$ cat config.mk
export PLATFORM = sky130hd
export DESIGN_NAME = mcyc_ctrl_fsm
export DESIGN_NICKNAME = d
export VERILOG_FILES = /design/src/rtl/mcyc_ctrl_fsm.sv
export SDC_FILE = /design/constraint.sdc
export NUM_CORES = 1
export LEC_CHECK = 0
export CAP_MARGIN = 10
export CORE_MARGIN = 2
export CORE_UTILIZATION = 47
export DETAILED_ROUTE_END_ITERATION = 8
export PLACE_DENSITY_LB_ADDON = 0.15
export SYNTH_ARGS = -nofsm -noshare
export SYNTH_HDL_FRONTEND = slang
export SYNTH_SLANG_ARGS = --single-unit
$ cat constraint.sdc
create_clock -name clk -period 2.7 [get_ports clk]
set_input_delay 0.675 -clock clk [delete_from_list [all_inputs] [get_ports clk]]
set_output_delay 0.675 -clock clk [all_outputs]
set_load 0.05 [all_outputs]
$ cat src/rtl/mcyc_ctrl_fsm.sv
// Multicycle ARM main control FSM with memory wait states, MDU multiply
// handshake with watchdog, and a sticky illegal-instruction/timeout trap.
module mcyc_ctrl_fsm #(
    parameter bit MEM_WAIT   = 1'b1,
    parameter int MD_TIMEOUT = 64,
    parameter int TO_W       = 8
) (
    input  logic       clk,
    input  logic       reset,
    input  logic [1:0] Op,
    input  logic [5:0] Funct,
    input  logic [3:0] MulFunct,
    input  logic       MemReady,
    input  logic       MdDone,
    output logic       IRWrite,
    output logic       AdrSrc,
    output logic [1:0] ALUSrcA,
    output logic [1:0] ALUSrcB,
    output logic [1:0] ResultSrc,
    output logic       NextPC,
    output logic       RegW,
    output logic       MemW,
    output logic       Branch,
    output logic       ALUOp,
    output logic       MdStart,
    output logic       MdAcc,
    output logic       Trap,
    output logic [3:0] State
);

    // state     | meaning
    // FETCH     | instruction fetch, PC+4; waits on MemReady
    // DECODE    | register read, dispatch on Op/Funct/MulFunct
    // MEMADR    | load/store address compute
    // MEMRD     | load data read; waits on MemReady
    // MEMWB     | load result to register file
    // MEMWR     | store; waits on MemReady
    // EXECUTER  | data-processing, register operand
    // EXECUTEI  | data-processing, immediate operand
    // ALUWB     | ALU result to register file
    // BRANCH    | branch target compute
    // TRAP      | illegal op or MDU timeout; left only by reset
    // MULSTART  | one-cycle MDU start pulse
    // MULWAIT   | waiting for MdDone, watchdog running
    // MULWB     | MDU result to register file
    typedef enum logic [3:0] {
        S_FETCH    = 4'd0,
        S_DECODE   = 4'd1,
        S_MEMADR   = 4'd2,
        S_MEMRD    = 4'd3,
        S_MEMWB    = 4'd4,
        S_MEMWR    = 4'd5,
        S_EXECUTER = 4'd6,
        S_EXECUTEI = 4'd7,
        S_ALUWB    = 4'd8,
        S_BRANCH   = 4'd9,
        S_TRAP     = 4'd10,
        S_MULSTART = 4'd11,
        S_MULWAIT  = 4'd12,
        S_MULWB    = 4'd13
    } state_t;

    typedef struct packed {
        logic       ir_nextpc;
        logic       adr_src;
        logic [1:0] alu_src_a;
        logic [1:0] alu_src_b;
        logic [1:0] result_src;
        logic       reg_w;
        logic       mem_w;
        logic       branch;
        logic       alu_op;
        logic       md_start;
        logic       trap;
    } ctrl_t;

    localparam logic [TO_W-1:0] TO_LAST = TO_W'((MD_TIMEOUT > 0) ? MD_TIMEOUT - 1 : 0);

    state_t          state;
    state_t          nxt;
    ctrl_t           ctrl_q;
    logic [TO_W-1:0] to_cnt;
    logic            md_acc_q;
    logic            mem_rdy;
    logic            to_hit;
    logic            is_mul;
    logic            unused_funct;

    assign unused_funct = ^Funct[3:2];

    function automatic ctrl_t decode_ctrl(input state_t s);
        ctrl_t c;
        c = '0;
        case (s)
            S_FETCH: begin
                c.ir_nextpc  = 1'b1;
                c.result_src = 2'b10;
                c.alu_src_a  = 2'b01;
                c.alu_src_b  = 2'b10;
            end
            S_DECODE: begin
                c.result_src = 2'b10;
                c.alu_src_a  = 2'b01;
                c.alu_src_b  = 2'b10;
            end
            S_MEMADR:   c.alu_src_b = 2'b01;
            S_MEMRD:    c.adr_src = 1'b1;
            S_MEMWB: begin
                c.reg_w      = 1'b1;
                c.result_src = 2'b01;
            end
            S_MEMWR: begin
                c.adr_src = 1'b1;
                c.mem_w   = 1'b1;
            end
            S_EXECUTER: c.alu_op = 1'b1;
            S_EXECUTEI: begin
                c.alu_src_b = 2'b01;
                c.alu_op    = 1'b1;
            end
            S_ALUWB:    c.reg_w = 1'b1;
            S_BRANCH: begin
                c.branch     = 1'b1;
                c.result_src = 2'b10;
                c.alu_src_b  = 2'b01;
            end
            S_MULSTART: c.md_start = 1'b1;
            S_MULWAIT:  c = '0;
            S_MULWB: begin
                c.reg_w      = 1'b1;
                c.result_src = 2'b11;
            end
            default:    c.trap = 1'b1;
        endcase
        return c;
    endfunction

    assign mem_rdy = MEM_WAIT ? MemReady : 1'b1;
    assign to_hit  = (MD_TIMEOUT != 0) && (to_cnt == TO_LAST);
    assign is_mul  = (Op == 2'b00) && (Funct[5:4] == 2'b00) && (MulFunct == 4'b1001);

    always_comb begin
        nxt = state;
        case (state)
            S_FETCH:    nxt = mem_rdy ? S_DECODE : S_FETCH;
            S_DECODE: begin
                case (Op)
                    2'b00: begin
                        if (is_mul)        nxt = S_MULSTART;
                        else if (Funct[5]) nxt = S_EXECUTEI;
                        else               nxt = S_EXECUTER;
                    end
                    2'b01:   nxt = S_MEMADR;
                    2'b10:   nxt = S_BRANCH;
                    default: nxt = S_TRAP;
                endcase
            end
            S_MEMADR:   nxt = Funct[0] ? S_MEMRD : S_MEMWR;
            S_MEMRD:    nxt = mem_rdy ? S_MEMWB : S_MEMRD;
            S_MEMWB:    nxt = S_FETCH;
            S_MEMWR:    nxt = mem_rdy ? S_FETCH : S_MEMWR;
            S_EXECUTER: nxt = S_ALUWB;
            S_EXECUTEI: nxt = S_ALUWB;
            S_ALUWB:    nxt = S_FETCH;
            S_BRANCH:   nxt = S_FETCH;
            S_TRAP:     nxt = S_TRAP;
            S_MULSTART: nxt = S_MULWAIT;
            // a completion in the same cycle as the timeout is still accepted
            S_MULWAIT: begin
                if (MdDone)      nxt = S_MULWB;
                else if (to_hit) nxt = S_TRAP;
                else             nxt = S_MULWAIT;
            end
            S_MULWB:    nxt = S_FETCH;
            default:    nxt = S_TRAP;
        endcase
    end

    always_ff @(posedge clk or posedge reset) begin
        if (reset) begin
            state    <= S_FETCH;
            ctrl_q   <= decode_ctrl(S_FETCH);
            to_cnt   <= '0;
            md_acc_q <= 1'b0;
        end else begin
            state  <= nxt;
            ctrl_q <= decode_ctrl(nxt);
            if (state == S_DECODE && nxt == S_MULSTART)
                md_acc_q <= Funct[1];
            if (state == S_MULSTART)
                to_cnt <= '0;
            else if (state == S_MULWAIT)
                to_cnt <= to_cnt + 1'b1;
        end
    end

    assign IRWrite   = ctrl_q.ir_nextpc & mem_rdy;
    assign NextPC    = ctrl_q.ir_nextpc & mem_rdy;
    assign AdrSrc    = ctrl_q.adr_src;
    assign ALUSrcA   = ctrl_q.alu_src_a;
    assign ALUSrcB   = ctrl_q.alu_src_b;
    assign ResultSrc = ctrl_q.result_src;
    assign RegW      = ctrl_q.reg_w;
    assign MemW      = ctrl_q.mem_w;
    assign Branch    = ctrl_q.branch;
    assign ALUOp     = ctrl_q.alu_op;
    assign MdStart   = ctrl_q.md_start;
    assign MdAcc     = ctrl_q.md_start & md_acc_q;
    assign Trap      = ctrl_q.trap;
    assign State     = state;

endmodule

## Yosys cells after proc, flatten, opt, wreduce, memory -nomap -nowiden

Cells that the tools add are included.

- Input bits: 16
- Output and inout bits: 20
- Logic and storage cells: 85
- Flip-flop bits (word level): 27

- Bitwise operators: 2
- Reductions and logical operators: 17
- Mux-type cells: 23
- Eq/ne operators: 28
- $add $sub $neg: 1

Operators by type and width:

| operator | count |
|---|---|
| $eq 4x4->1 const B | 11 |
| $pmux 4 s9 | 1 |
| $eq 4x3->1 const B | 8 |
| $eq 4x2->1 const B | 4 |
| $mux 8 | 2 |
| $mux 3 | 5 |
| $reduce_or 13->1 | 1 |
| $pmux 4 s3 | 1 |
| $mux 1 | 11 |
| $reduce_or 3->1 | 3 |
| $add 8x1->8 const B | 1 |
| $eq 4x1->1 const B | 2 |
| $eq 8x6->1 const B | 1 |
| $logic_not 4->1 | 2 |
| $reduce_or 2->1 | 4 |
| $pmux 2 s3 | 1 |
| $logic_not 2->1 | 2 |
| $mux 4 | 1 |
| $pmux 2 s2 | 1 |
| $reduce_or 4->1 | 1 |
| $logic_and 1x1->1 | 3 |
| $and 1x1->1 | 2 |
| $eq 2x1->1 const B | 1 |
| $eq 2x2->1 const B | 1 |
| $reduce_bool 2->1 | 1 |

## Logic depth before layout (Yosys ltp)

- Depth in word-level cells: 9
- Depth in mapped cells: 7

## Worst setup path before layout

OpenSTA, ideal clock, no wires.

- Path type: reg-to-reg
- From: register state[2] (netlist: State[2])
- To: register md_acc_q
- Library setup time: 128 ps
- Data required time: 2,572 ps
- Stages on the path, launching flop included: 6
- Clock period less this slack: 2,557 ps
- Arrival: 2,429 ps
- Setup slack: 143 ps
- Path through: dfrtp_1 -> or4b_4 -> or4_1 -> a32o_1 -> nor4b_4 -> mux2_1

- Longest elaborated chain between the ends: 5
- Elaborated cells on any way between the ends: 18

RTL lines:

| element | RTL line | text |
|---|---|---|
| start, declared | 79 | `state_t state;` |
| start signal, assigned | 186 | `state <= nxt;` |
| $eq 4x4->1 / $eq 4x3->1 (equally long branches) | 144 | `case (state)` |
| $reduce_or 4->1 (no source line) / $reduce_or 2->1 (equally long branches) | n/a |  |
| $pmux 4 s9 | 144 |  |
| $eq 4x4->1 | 188 | `if (state == S_DECODE && nxt == S_MULSTART)` |
| $logic_and 1x1->1 (*) | 188 |  |
| end signal, assigned | 189 | `md_acc_q <= Funct[1];` |
| end, declared | 83 | `logic md_acc_q;` |

Mark *: on every way between the ends. The rest lies on a longest branch, timed or not.
A chain may end at the register's enable or synchronous reset.

## Final worst setup path

- From: input Funct[4]
- To: register md_acc_q

- Longest elaborated chain between the ends: 8

RTL lines:

| element | RTL line | text |
|---|---|---|
| start, declared | 11 | `input logic [5:0] Funct,` |
| $logic_not 2->1 | 140 | `assign is_mul = (Op == 2'b00) && (Funct[5:4] == 2'b00) && (MulFunct == 4'b1001);` |
| $logic_and 1x1->1 (2 in a row) | 140 |  |
| $mux 4 | 149 | `if (is_mul) nxt = S_MULSTART;` |
| $pmux 4 s3 | 147 | `case (Op)` |
| $pmux 4 s9 | 144 |  |
| $eq 4x4->1 | 188 |  |
| $logic_and 1x1->1 | 188 |  |

No other way between the ends.

==> flow_summary.json <==
{
  "fp.dieH_um": 57.27,
  "ff2ff_setup_slack_ns": 0.28,
  "cap_violations": 0,
  "diodes": 0,
  "clockBufferDepth": 2,
  "rsz0062_at_grt": "false",
  "drtIter0Drc": 41,
  "syn-cell-area_um2": 1334,
  "ys_seq_area_frac": 0.4719,
  "worst_r2r_path_depth": 5,
  "critPathKind": "input pin to flop",
  "syn_inst": 132,
  "tightest_slew_ns": 0.8471,
  "grt_overflow": 0,
  "p_per_area_nw_per_um2": 1097,
  "synthFlopType": "dfrtp_1",
  "leakage_nw": 0.7702,
  "finalCritPeriodShare": 0.9675,
  "insertion_delay_ns": 0.31,
  "r2r_start": "State[0]$_DFF_PP0_",
  "reg2reg_to": "md_acc_q$_DFFE_PP0P_",
  "syn_avg_cell_area_um2": 10.10,
  "die_width_um": 57.27,
  "routedWlPerCell_um": 14.07,
  "io_pins": 36,
  "synth_edf_count": 0,
  "drtPass1Iterations": 4,
  "ir_drop_v": 0.0008637,
  "start_util": 0.4879,
  "p_total_mw": 1.943,
  "clock_sinks": 25,
  "placed_area_um2": 1744,
  "largest_reg_flops": 8,
  "routed_wl_um": 2829,
  "ys_warn_count": 0,
  "placed_cells": 197,
  "period_minus_slack_ns": 2.612,
  "coreArea_um2": 2734,
  "slew_headroom": 0.4309,
  "synthArstFlopShare": 1.000,
  "crit_path_end": "md_acc_q$_DFFE_PP0P_",
  "hold_buffers": 0,
  "globalplace.congestion": 0.8221,
  "synth_fp_nets": 149,
  "h-tree-depth": 1,
  "nNetsFinal": 188,
  "ys_seq_elements": 25,
  "cts_setup_buffers": 0,
  "route.detailed.drc": 0,
  "cp_max_fo": 2,
  "grt_pass1_wl_um": 4712,
  "grt_use_total": 0.1855,
  "fmax_ghz": 0.3828,
  "setup_viol": 0,
  "grt_max_degree": 26,
  "hold_slack_ns": 0.4955,
  "numCtsBuffers": 3,
  "drv_slew": 0,
  "synth_cell_types": 47,
  "worstPathRequired_ns": 2.90,
  "place_ws_ns": -0.2398,
  "clk_pin_slew_ns": 0.12,
  "rows": 19,
  "area_growth_pct": 32.74,
  "top_register": "to_cnt",
  "hold_viol": 0,
  "start_kind": "input pin",
  "antenna_found_initial": 0,
  "dp_hpwl_um": 2123,
  "fin_skew_ns": 0.009361,
  "dieArea_um2": 3280,
  "port_buffers": 32,
  "instances_no_fill": 201,
  "outcome": "complete, no violations",
  "cts_root_buf": "clkbuf_4",
  "ctsResizeCount": 0,
  "detail-route-antenna-nets": 0,
  "hold_path_class": "flop to flop",
  "end_kind": "flop",
  "stdcell_area_um2": 1770,
  "vias": 1123,
  "via_per_inst": 5.587,
  "cp-startpoint": "Funct[4]",
  "setup_slack_ns": 0.08766,
  "cts_tree": "done",
  "grt_pass1_vias": 1077,
  "drive_above_1_share": 0.1941,
  "crit_arrival_ns": 2.82
}
-- layer usage --
metal / routed length, µm / global-route usage
met5: 0 / 0
met4: 68 / 0.1030
met3: 148 / 0.02721
met2: 1271 / 0.2775
met1: 1340 / 0.2596
-- where the power goes --
part	total [mW]	leakage, nW	switching, mW	internal, mW
sequential	0.558	0.330	0.0598	0.498
clock	0.162	0.0150	0.105	0.0577
combinational	1.22	0.426	0.726	0.496
total	1.94	0.770	0.890	1.05
-- worst min path at each step --
stage / from / endpoint / slack, ns / cells after the start
after floorplan: md_acc_q$_DFFE_PP0P_ / md_acc_q$_DFFE_PP0P_ / 0.45 / 1
after global placement: md_acc_q$_DFFE_PP0P_ / md_acc_q$_DFFE_PP0P_ / 0.46 / 1
after detailed placement: md_acc_q$_DFFE_PP0P_ / md_acc_q$_DFFE_PP0P_ / 0.47 / 1
after CTS: md_acc_q$_DFFE_PP0P_ / md_acc_q$_DFFE_PP0P_ / 0.50 / 1
after global routing: md_acc_q$_DFFE_PP0P_ / md_acc_q$_DFFE_PP0P_ / 0.53 / 1
final: md_acc_q$_DFFE_PP0P_ / md_acc_q$_DFFE_PP0P_ / 0.50 / 1
-- per-stage QoR --
stage                     setup TNS [ns]  utilization
after CTS                              0       0.6476
after global routing                   0       0.6476
after global placement           -0.2266       0.6380
after floorplan                        0            -
final                                  0       0.6476
after detailed placement         -0.2934       0.6380
-- cell usage after synthesis, types with 4 or more instances --
cell type	number	area share
a21oi_1	4	0.015
buf_4	7	0.039
nor2_1	10	0.028
nand2_1	8	0.023
nor3_1	5	0.019
nand3_1	5	0.019
xnor2_1	4	0.026
dfrtp_1	22	0.41
inv_1	6	0.017
xor2_1	4	0.026
o21ai_0	5	0.019
-- cell type report --
class,instances,area (µm²)
Sequential cell,25,629.4
Timing Repair Buffer,46,445.4
Inverter,6,22.52
Fill cell,240,963.4
Clock buffer,4,26.28
Multi-Input combinational cell,89,608.1
Tap cell,31,38.79
-- cell usage in the layout (no fill, tap or decap), drive strengths merged, types with 3 or more instances in the layout --
| cell | count |
|---|---|
| clkdlybuf4s50 | 30 |
| dfrtp | 22 |
| buf | 16 |
| nor2 | 10 |
| nand2 | 8 |
| inv | 6 |
| nor3 | 5 |
| nand3 | 5 |
| o21ai | 5 |
| xnor2 | 4 |
| xor2 | 4 |
| a21oi | 4 |
| clkbuf | 4 |
| dfstp | 3 |
| or2 | 3 |
| nand4 | 3 |
| or4b | 3 |
-- cell families (layout without fill, tap and decap cells) --
kind of cell             Yosys count  after routing  share of synthesized area
other                              1              1                   0.002812
multiplexers                       1              1                   0.008442
flip-flops                        25             25                     0.4719
AND/OR/NAND/NOR                   57             57                     0.2692
XOR/XNOR                           8              8                    0.05253
buffers and inverters             18             56                    0.07223
AO/OA/AOI/OAI                     21             21                     0.1135
adder cells (fa/ha/maj)            1              1                   0.009379
-- worst max-delay path, stage by stage --
cell	delay [ns]
clkdlybuf4s50_1	0.41
or2_2	0.31
or4_1	0.56
a32o_1	0.28
nor4b_4	0.25
mux2_1	0.34
Note: power is estimated with default switching activity, not from simulation.
